`config.mk`:
```
export PLATFORM = sky130hd
export DESIGN_NAME = qs_srt_mstack
export DESIGN_NICKNAME = d
export VERILOG_FILES = /design/src/rtl/qs_pkg.sv /design/src/rtl/spsram.sv /design/src/rtl/qs_srt_mstack.sv
export SDC_FILE = /design/constraint.sdc
export NUM_CORES = 2
export LEC_CHECK = 0
export CAP_MARGIN = 30
export CORE_MARGIN = 2
export CORE_UTILIZATION = 67
export CTS_BUF_LIST = sky130_fd_sc_hd__clkbuf_16
export CTS_CLUSTER_DIAMETER = 40
export CTS_CLUSTER_SIZE = 30
export DETAILED_ROUTE_END_ITERATION = 6
export GPL_ROUTABILITY_DRIVEN = 0
export PLACE_DENSITY = 0.8
export SLEW_MARGIN = 10
export SYNTH_ARGS = -nofsm -noshare
export SYNTH_HDL_FRONTEND = slang
export SYNTH_SLANG_ARGS = --single-unit
```
`constraint.sdc`:
```
create_clock -name clk -period 9 [get_ports clk]
set_input_delay 0.9 -clock clk [delete_from_list [all_inputs] [get_ports clk]]
set_output_delay 0.9 -clock clk [all_outputs]
set_load 0.05 [all_outputs]
```
`src/rtl/qs_pkg.sv`:
```
// Shared quicksort package: stack opcodes and the default index/count widths
// used by the multi-context pending-range stack.
package qs_pkg;

    localparam int QS_N    = 16;
    localparam int QS_C    = 4;
    localparam int QS_W    = 32;
    localparam int QS_CW   = (QS_C > 1) ? $clog2(QS_C) : 1;
    localparam int QS_IW   = $clog2(QS_N);
    localparam int QS_CNTW = $clog2(QS_N + 1);

    typedef enum logic [1:0] {
        PUSH = 2'd0,
        POP  = 2'd1,
        PEEK = 2'd2,
        CLR  = 2'd3
    } qs_stk_op_t;

    typedef logic [QS_CW-1:0]   qs_ctx_t;
    typedef logic [QS_IW-1:0]   qs_idx_t;
    typedef logic [QS_CNTW-1:0] qs_cnt_t;

endpackage

```
`src/rtl/spsram.sv`:
```
// Single-port synchronous RAM with registered read; a write cycle leaves the
// read register untouched.
module spsram #(
    parameter  int W     = 32,
    parameter  int DEPTH = 64,
    localparam int AW    = $clog2(DEPTH)
) (
    input  logic          clk,
    input  logic          i_en,
    input  logic          i_we,
    input  logic [AW-1:0] i_addr,
    input  logic [W-1:0]  i_wdata,
    output logic [W-1:0]  o_rdata
);

    logic [W-1:0] r_mem [DEPTH];
    logic [W-1:0] r_rdata;

    always_ff @(posedge clk) begin
        if (i_en) begin
            if (i_we) begin
                r_mem[i_addr] <= i_wdata;
            end else begin
                r_rdata <= r_mem[i_addr];
            end
        end
    end

    assign o_rdata = r_rdata;

endmodule

```
`src/rtl/qs_srt_mstack.sv`:
```
// C independent LIFO stacks of depth N sharing one single-port SRAM; POP/PEEK
// data returns two cycles later as a registered head word tagged with its context.
module qs_srt_mstack
    import qs_pkg::*;
#(
    parameter  int N  = 16,
    parameter  int W  = 32,
    parameter  int C  = 4,
    localparam int CW = (C > 1) ? $clog2(C) : 1
) (
    input  logic          clk,
    input  logic          rst,
    input  logic          cmd_vld_r,
    input  logic [1:0]    cmd_op_r,
    input  logic [CW-1:0] cmd_ctx_r,
    input  logic [W-1:0]  cmd_dat_r,
    output logic          cmd_err_w,
    output logic [W-1:0]  head_r,
    output logic [CW-1:0] head_ctx_r,
    output logic          head_vld_r,
    output logic [C-1:0]  empty_w,
    output logic [C-1:0]  full_w
);

    localparam int IW   = $clog2(N);
    localparam int CNTW = $clog2(N + 1);
    localparam int AW   = $clog2(C * N);
    localparam logic [CNTW-1:0] FULL_CNT = CNTW'(N);

    qs_stk_op_t      w_op;
    logic [CNTW-1:0] w_cnt_all [C];
    logic [CNTW-1:0] w_cur_cnt;
    logic            w_err;
    logic            w_acc;
    logic            w_push;
    logic            w_rd;
    logic [IW-1:0]   w_idx;
    logic [AW-1:0]   w_addr;
    logic [W-1:0]    w_rdata;
    logic            r_rd_vld;
    logic [CW-1:0]   r_rd_ctx;

    assign w_op      = qs_stk_op_t'(cmd_op_r);
    assign w_cur_cnt = w_cnt_all[cmd_ctx_r];

    always_comb begin
        w_err = 1'b0;
        if (cmd_vld_r) begin
            case (w_op)
                PUSH:      w_err = (w_cur_cnt == FULL_CNT);
                POP, PEEK: w_err = (w_cur_cnt == '0);
                default:   w_err = 1'b0;
            endcase
        end
    end

    assign cmd_err_w = w_err;
    assign w_acc     = cmd_vld_r && !w_err;
    assign w_push    = w_acc && (w_op == PUSH);
    assign w_rd      = w_acc && ((w_op == POP) || (w_op == PEEK));

    // Push writes the slot just above the top; reads address the current top.
    assign w_idx = w_push ? w_cur_cnt[IW-1:0] : IW'(w_cur_cnt - CNTW'(1));

    generate
        if (C > 1) begin : g_addr_ctx
            assign w_addr = {cmd_ctx_r, w_idx};
        end else begin : g_addr_flat
            assign w_addr = w_idx;
        end
    endgenerate

    genvar gi;
    generate
        for (gi = 0; gi < C; gi++) begin : g_ctx
            logic            w_sel;
            logic [CNTW-1:0] w_cnt_next;
            logic [CNTW-1:0] r_cnt;

            assign w_sel = w_acc && (cmd_ctx_r == CW'(gi));

            always_comb begin
                w_cnt_next = r_cnt;
                if (w_sel) begin
                    case (w_op)
                        PUSH:    w_cnt_next = r_cnt + CNTW'(1);
                        POP:     w_cnt_next = r_cnt - CNTW'(1);
                        CLR:     w_cnt_next = '0;
                        default: w_cnt_next = r_cnt;
                    endcase
                end
            end

            always_ff @(posedge clk) begin
                if (rst) begin
                    r_cnt <= '0;
                end else if (w_sel) begin
                    r_cnt <= w_cnt_next;
                end
            end

            assign w_cnt_all[gi] = r_cnt;
            assign empty_w[gi]   = (w_cnt_next == '0);
            assign full_w[gi]    = (w_cnt_next == FULL_CNT);
        end
    endgenerate

    spsram #(
        .W     (W),
        .DEPTH (C * N)
    ) u_ram (
        .clk     (clk),
        .i_en    (w_push || w_rd),
        .i_we    (w_push),
        .i_addr  (w_addr),
        .i_wdata (cmd_dat_r),
        .o_rdata (w_rdata)
    );

    // Only the valid bits are reset so a read in flight at reset never surfaces.
    always_ff @(posedge clk) begin
        if (rst) begin
            r_rd_vld   <= 1'b0;
            head_vld_r <= 1'b0;
        end else begin
            r_rd_vld   <= w_rd;
            head_vld_r <= r_rd_vld;
        end
    end

    always_ff @(posedge clk) begin
        if (w_rd) begin
            r_rd_ctx <= cmd_ctx_r;
        end
        if (r_rd_vld) begin
            head_r     <= w_rdata;
            head_ctx_r <= r_rd_ctx;
        end
    end

endmodule

```
# Yosys cells after proc, flatten, opt, wreduce, memory -nomap -nowiden
# Memory sizes are Yosys's and may differ from the RTL's. A register that Yosys moved wholly into a read port is not among the register bits.
# Index checks and enable logic that the tools add are counted.
classes:
  eq_ne: 11
  mux: 17
  n_bitwise: 2
  reduce_logical: 19
  addsub: 9
  magnitude_cmp: 1
ops:
  columns: ["op", "n"]
  rows:
  - ["one-hot mux 5 bit (3 select lines)", 4]
  - ["two-way mux 5 bit", 6]
  - ["== test 5 bit (second input constant)", 5]
  - ["logical NOT 5 bit", 5]
  - ["adder 5 x 1 -> 5 bit (second input constant)", 4]
  - ["subtractor 5 x 1 -> 5 bit (second input constant)", 4]
  - ["binary-select mux 5 bit (select 2 bit)", 1]
  - ["== test 2 bit (second input constant)", 4]
  - ["logical AND 1 bit", 7]
  - ["== test 2 x 1 -> 1 bit (second input constant)", 2]
  - ["logical NOT 2 bit", 2]
  - ["two-way mux 1 bit", 4]
  - ["two-way mux 4 bit", 1]
  - ["subtractor 4 x 1 -> 4 bit (second input constant)", 1]
  - ["greater-or-equal comparator 3 bit (second input constant)", 1]
  - ["inverter 2 -> 3 bit", 1]
  - ["logical OR 1 bit", 2]
  - ["one-hot mux 1 bit (2 select lines)", 1]
  - ["AND reduction 2 bit", 1]
  - ["OR reduction 2 bit", 1]
  - ["logical NOT 1 bit", 1]
  - ["inverter 1 bit", 1]
totals:
  input_bits: 39
  reg_bits: 58
  elab_cells: 69
  memories: 1
  ram_bits: 2048
mem_list:
  columns: ["name", "depth", "word_bits", "rd", "rd_clocked_by_memory_dff", "wr", "line_no", "text"]
  rows:
  - ["u_ram.r_mem", 64, 32, 1, 1, 1, "spsram.sv:16", "logic [W-1:0] r_mem [DEPTH];"]

# Longest topological paths before layout
depth:
  depth_word: 13
  ltp_mapped: 19
  ltp_nobuf: 12

# Cells and area by module
# A second synthesis with hierarchy kept.
hier_totals:
  cells_unflattened: 4753
  hier_area_um2: 81932.3
by_module_without_submodules:
  columns: ["mod", "instances", "seq_area_each_um2", "cells_each", "area_each_um2"]
  rows:
  - ["spsram", 1, 62459.9, 4436, 78496.5]
  - ["qs_srt_mstack", 1, 1521.5, 317, 3435.8]

# Worst setup path after synthesis
# OpenSTA, ideal clock, no wires.
synth_path:
  kind: "input port to flip-flop"
  startpoint: "input cmd_ctx_r[0]"
  endpoint: "memory u_ram.r_mem[17][0], enable pin"
  t_arrival_ns: 5.542
  path_stages: 15
  setup_time_ns: 0.421
  slack_ns: 3.036
  cell_sequence: "buf_2 > buf_2 > mux4_2 > buf_2 > inv_2 > ha_1 > nand2b_1 > nor3_1 > a21oi_2 > o31ai_1 > o2bb2ai_1 > clkbuf_1 > clkbuf_1 > nand3_1 > nor2_1"
synth_between:
  elab_chain_cells: 13
  elab_cells_between_ends: 18
  cone_classes: "add/sub: 1; eq/ne: 1; mux: 9; bitwise: 1; reduce/logical: 6"
synth_lines:
  columns: ["element", "line_no", "text"]
  rows:
  - ["start: declaration", "qs_srt_mstack.sv:15", "input logic [CW-1:0] cmd_ctx_r,"]
  - ["inverter 2 -> 3 bit (not written as such)", "qs_srt_mstack.sv:44", "assign w_cur_cnt = w_cnt_all[cmd_ctx_r];"]
  - ["binary-select mux 5 bit (select 2 bit)", "qs_srt_mstack.sv:44", null]
  - ["two-way mux 5 bit (not written as such) (2 in series)", "qs_srt_mstack.sv:44", null]
  - ["== test 5 bit / logical NOT 5 bit (equally long branches)", "qs_srt_mstack.sv:50, qs_srt_mstack.sv:51", null]
  - ["one-hot mux 1 bit (2 select lines)", "qs_srt_mstack.sv:49", "case (w_op)"]
  - ["two-way mux 1 bit", "qs_srt_mstack.sv:48", "if (cmd_vld_r) begin"]
  - ["logical NOT 1 bit", "qs_srt_mstack.sv:58", "assign w_acc = cmd_vld_r && !w_err;"]
  - ["logical AND 1 bit", "qs_srt_mstack.sv:58", null]
  - ["logical AND 1 bit (on tied branches)", "qs_srt_mstack.sv:59, qs_srt_mstack.sv:60", null]
  - ["two-way mux 1 bit / logical OR 1 bit (equally long branches)", "spsram.sv:21, qs_srt_mstack.sv:113", null]
  - ["two-way mux 1 bit", "spsram.sv:20", "if (i_en) begin"]
  - ["two-way mux 1 bit (not written as such)", "spsram.sv:22", "r_mem[i_addr] <= i_wdata;"]
  - ["end: declaration", "spsram.sv:16", null]
# Several ways; a longest one is shown, not always the timed one. The select of a mux whose other input is x is not followed.

# Final worst setup path
layout_path:
  startpoint: "input cmd_ctx_r[0]"
  endpoint: "register u_ram.r_rdata[26], in the netlist u_ram.o_rdata[26] (read register of u_ram.r_mem), data pin"
layout_between:
  elab_chain_cells: 12
  elab_cells_between_ends: 17
  cone_classes: "add/sub: 1; eq/ne: 1; mux: 6; bitwise: 2; reduce/logical: 7"
layout_lines:
  columns: ["element", "line_no", "text"]
  rows:
  - ["inverter 2 -> 3 bit (not written as such)", "qs_srt_mstack.sv:44", null]
  - ["binary-select mux 5 bit (select 2 bit)", "qs_srt_mstack.sv:44", null]
  - ["two-way mux 5 bit (not written as such) (2 in series)", "qs_srt_mstack.sv:44", null]
  - ["== test 5 bit / logical NOT 5 bit (equally long branches)", "qs_srt_mstack.sv:50, qs_srt_mstack.sv:51", null]
  - ["one-hot mux 1 bit (2 select lines)", "qs_srt_mstack.sv:49", null]
  - ["two-way mux 1 bit", "qs_srt_mstack.sv:48", null]
  - ["logical NOT 1 bit", "qs_srt_mstack.sv:58", null]
  - ["logical AND 1 bit", "qs_srt_mstack.sv:58", null]
  - ["logical AND 1 bit (on tied branches)", "qs_srt_mstack.sv:59, qs_srt_mstack.sv:60", null]
  - ["logical OR 1 bit / inverter 1 bit (equally long branches)", null, null]
  - ["AND reduction 2 bit (no source line)", null, null]
  - ["end: declaration", "spsram.sv:17", "logic [W-1:0] r_rdata;"]
# Several ways; a longest one is shown, not always the timed one. The select of a mux whose other input is x is not followed.
# A chain may end at the register's enable or synchronous reset.

==> results.ini <==
[status]
run_status=complete, no violations

[sta]
final-setup-viol-count=0
relSlewSlack_pct=21.32
finalCriticalPeriod_ns=7.017
fin_skew_ns=0.02796
finalWorstSetupSlack_ns=1.983
finalCritPeriodShare_pct=77.97
worst_pin_slew_ns=1.165
maxSlewViolCount=0
hold_viol=0
rsz0062_at_grt=no
setup-tns-final_ns=0
fmax_ghz=0.1425

[yosys]
synth_cell_type_count=58
synthCells=6083
synth_area_um2=82790
synthArstFlopShare_pct=0
synth_edf_count=2116
syn_avg_cell_area_um2=13.61
ys_ff_latch=2138
yosysWarnings=0
synthesis.nets=6144
ys_seq_area_share_pct=77.28
synth_ff_type=edfxtp_1

[grt]
grt_pass1_wl_um=347200
antenna_found_initial=17
grt_max_degree=173
grt.total_usage_pct=37.94
grt_pass1_vias=53570
gr-total-overflow=0

[finish]
drive_gt1_share_pct=10.97
layout.cells.non_filler=7994
nets=6247
final_cell_mix=2116 x edfxtp_1, 1837 x nand2_1, 521 x a21oi_1, 301 x nand3_1, 201 x clkbuf_16
layout_commonest_cell=edfxtp_1
synthToLayoutAreaGrowth_pct=13.72

[job]
maxCapViolCount=0

[placed_design]
dp.final_hpwl_um=133100
place_ws_ns=1.328
dp.cells=7604
numPortBuffers=82

[worst_setup_path]
critPathLaunch=cmd_ctx_r[0]
cp.buffers_inverters=5
cpLargestDelayFamily=buffers and inverters
timing.rr.start=g_ctx[2].r_cnt[0]
max_stage_delay_ns=0.97
worstSetupPathType=in -> reg
crit_required_ns=9.60
worstPathArrival_ns=7.62
cp-end-kind=flip-flop
critPathLaunchType=primary input
path_max_fanout=88
critPathSlowestCell=clkdlybuf4s50_1
crit_chain=clkdlybuf4s50_1 -> mux4_2 -> inv_2 -> ha_1 -> nand2b_1 -> nor3_1 -> a21oi_2 -> buf_6 -> o31ai_1 -> o2bb2ai_4 -> buf_12 -> buf_4 -> nand3_1 -> o2111ai_1 -> nand4_1 -> or3_1

[clock_network]
root_buffer=clkbuf_16
post_cts_buffers=0
clockBufferDepth=3
cts_hold_buf=0
cts_num_sinks=2138
cts_resized=0
cts_buffers=198
tritoncts=done
insertion_delay_ns=0.86
htreeDepth=4
clk_pin_slew_ns=0.07

[floorplanning]
die_h_um=355.5
dieWidth_um=355.5
ios=83
core_um2=122200
start_util_pct=67.75
dieArea_um2=126400
row_count=128

[power_and_ir_drop]
max-vdd-ir-drop_mv=0.2451
p_leak_nw=31.13
p_per_area_nw_per_um2=223.9

[routing]
dr.pass1.iters=7
drt-total-wl_um=240900
ant_nets=0
drc=0
num_vias=55430
wl_per_cell_um=30.13
drt_iter0_markers=11100
vias_per_cell=6.933

[worst_hold_path]
hp-class=in -> reg
hp-start=cmd_dat_r[7]

-- stage by stage --
step / hold WS, ns / power (W) / util, % / area, um^2
after global routing: 0.4189 / 0.02148 / 77.04 / 94140
after detailed placement: 0.4240 / 0.01232 / 71.14 / 86930
after CTS: 0.4394 / 0.02102 / 76.92 / 94000
after floorplan: 0.4003 / 0.01178 / - / 82790
after global placement: 0.4075 / 0.01228 / 70.45 / 86090
final: 0.4293 / 0.02108 / 77.04 / 94150
-- registers in the layout (all words and copies together) (netlist names) --
| signal | flops |
|---|---|
| head_ctx_r | 2 |
| g_ctx.r_cnt | 20 |
| r_rd_vld | 1 |
| head_r | 32 |
| r_rd_ctx | 2 |
| u_ram.r_mem | 2048 |
| head_vld_r | 1 |
| u_ram.o_rdata | 32 |
-- synth_stat cells (60+ instances only) --
cell type / n / share of area [%]
o22ai_1: 65 / 0.49
clkbuf_1: 301 / 1.4
nand4_1: 65 / 0.49
a31oi_1: 70 / 0.53
nor4_1: 124 / 0.94
nand3_1: 303 / 1.8
nand2_1: 1843 / 8.4
o2111ai_1: 60 / 0.63
edfxtp_1: 2116 / 77
nor2_1: 159 / 0.72
a21oi_1: 522 / 3.2
a311oi_1: 60 / 0.63
-- worst register-to-register path: stages, from the launching register on --
cell       delay, ns
dfxtp_1         0.41
mux4_2          0.85
inv_2           0.32
ha_1            0.20
nand2b_1        0.07
nor3_1          0.42
a21oi_2         0.25
buf_6           0.21
o31ai_1         0.58
o2bb2ai_4       0.34
buf_12          0.51
buf_4           0.53
nand3_1         0.13
o2111ai_1       0.14
nand4_1         0.56
or3_1           0.54
-- power by group --
part / switching [W] / internal (W)
registers: 0.0000160 / 0.0110
clock network: 0.00414 / 0.00479
logic: 0.000906 / 0.000279
-- final timing paths --
| check | slack, ns | cells past startpoint | to |
|---|---|---|---|
| min reg2reg | 0.44 | 0 | head_r[23] |
| min | 0.43 | 1 | u_ram.r_mem[36][7] |
| max reg2reg | 2.69 | 15 | u_ram.o_rdata[26] |
| max | 1.98 | 16 | u_ram.o_rdata[26] |
-- logic make-up (layout without fill, tap and decap cells) --
group                      Yosys count  in the layout  synth area share, %
AOI/OAI and AO/OA                  881            881                6.434
xor gates and xnor gates            10             10               0.1058
adders and majority gates           22             22               0.3688
buffers and inverters              382            659                1.765
DFF                               2138           2138                77.28
muxes                               68             68                1.058
other                                0              9                    0
and+or+nand+nor                   2582           2582                12.99
-- metal layers --
| layer | up-vias | share of wire (%) | track usage (%) |
|---|---|---|---|
| li1 | 22790 | - | - |
| met1 | 26710 | 33 | 51.15 |
| met2 | 5062 | 45 | 56.60 |
| met3 | 848 | 15 | 10.14 |
| met4 | 14 | 6.4 | 22.08 |
| met5 | - | 0.033 | 0 |
-- layout make-up --
cell class	count	area, um^2
Antenna cell	9	22.52
Clock buffer	201	5030
Clock inverter	173	2042
Fill cell	6366	28050
Inverter	8	30.03
Multi-Input combinational cell	3563	17960
Sequential cell	2138	63980
Tap cell	1625	2033
Timing Repair Buffer	277	3048
Note: power is estimated with default switching activity, not from simulation.
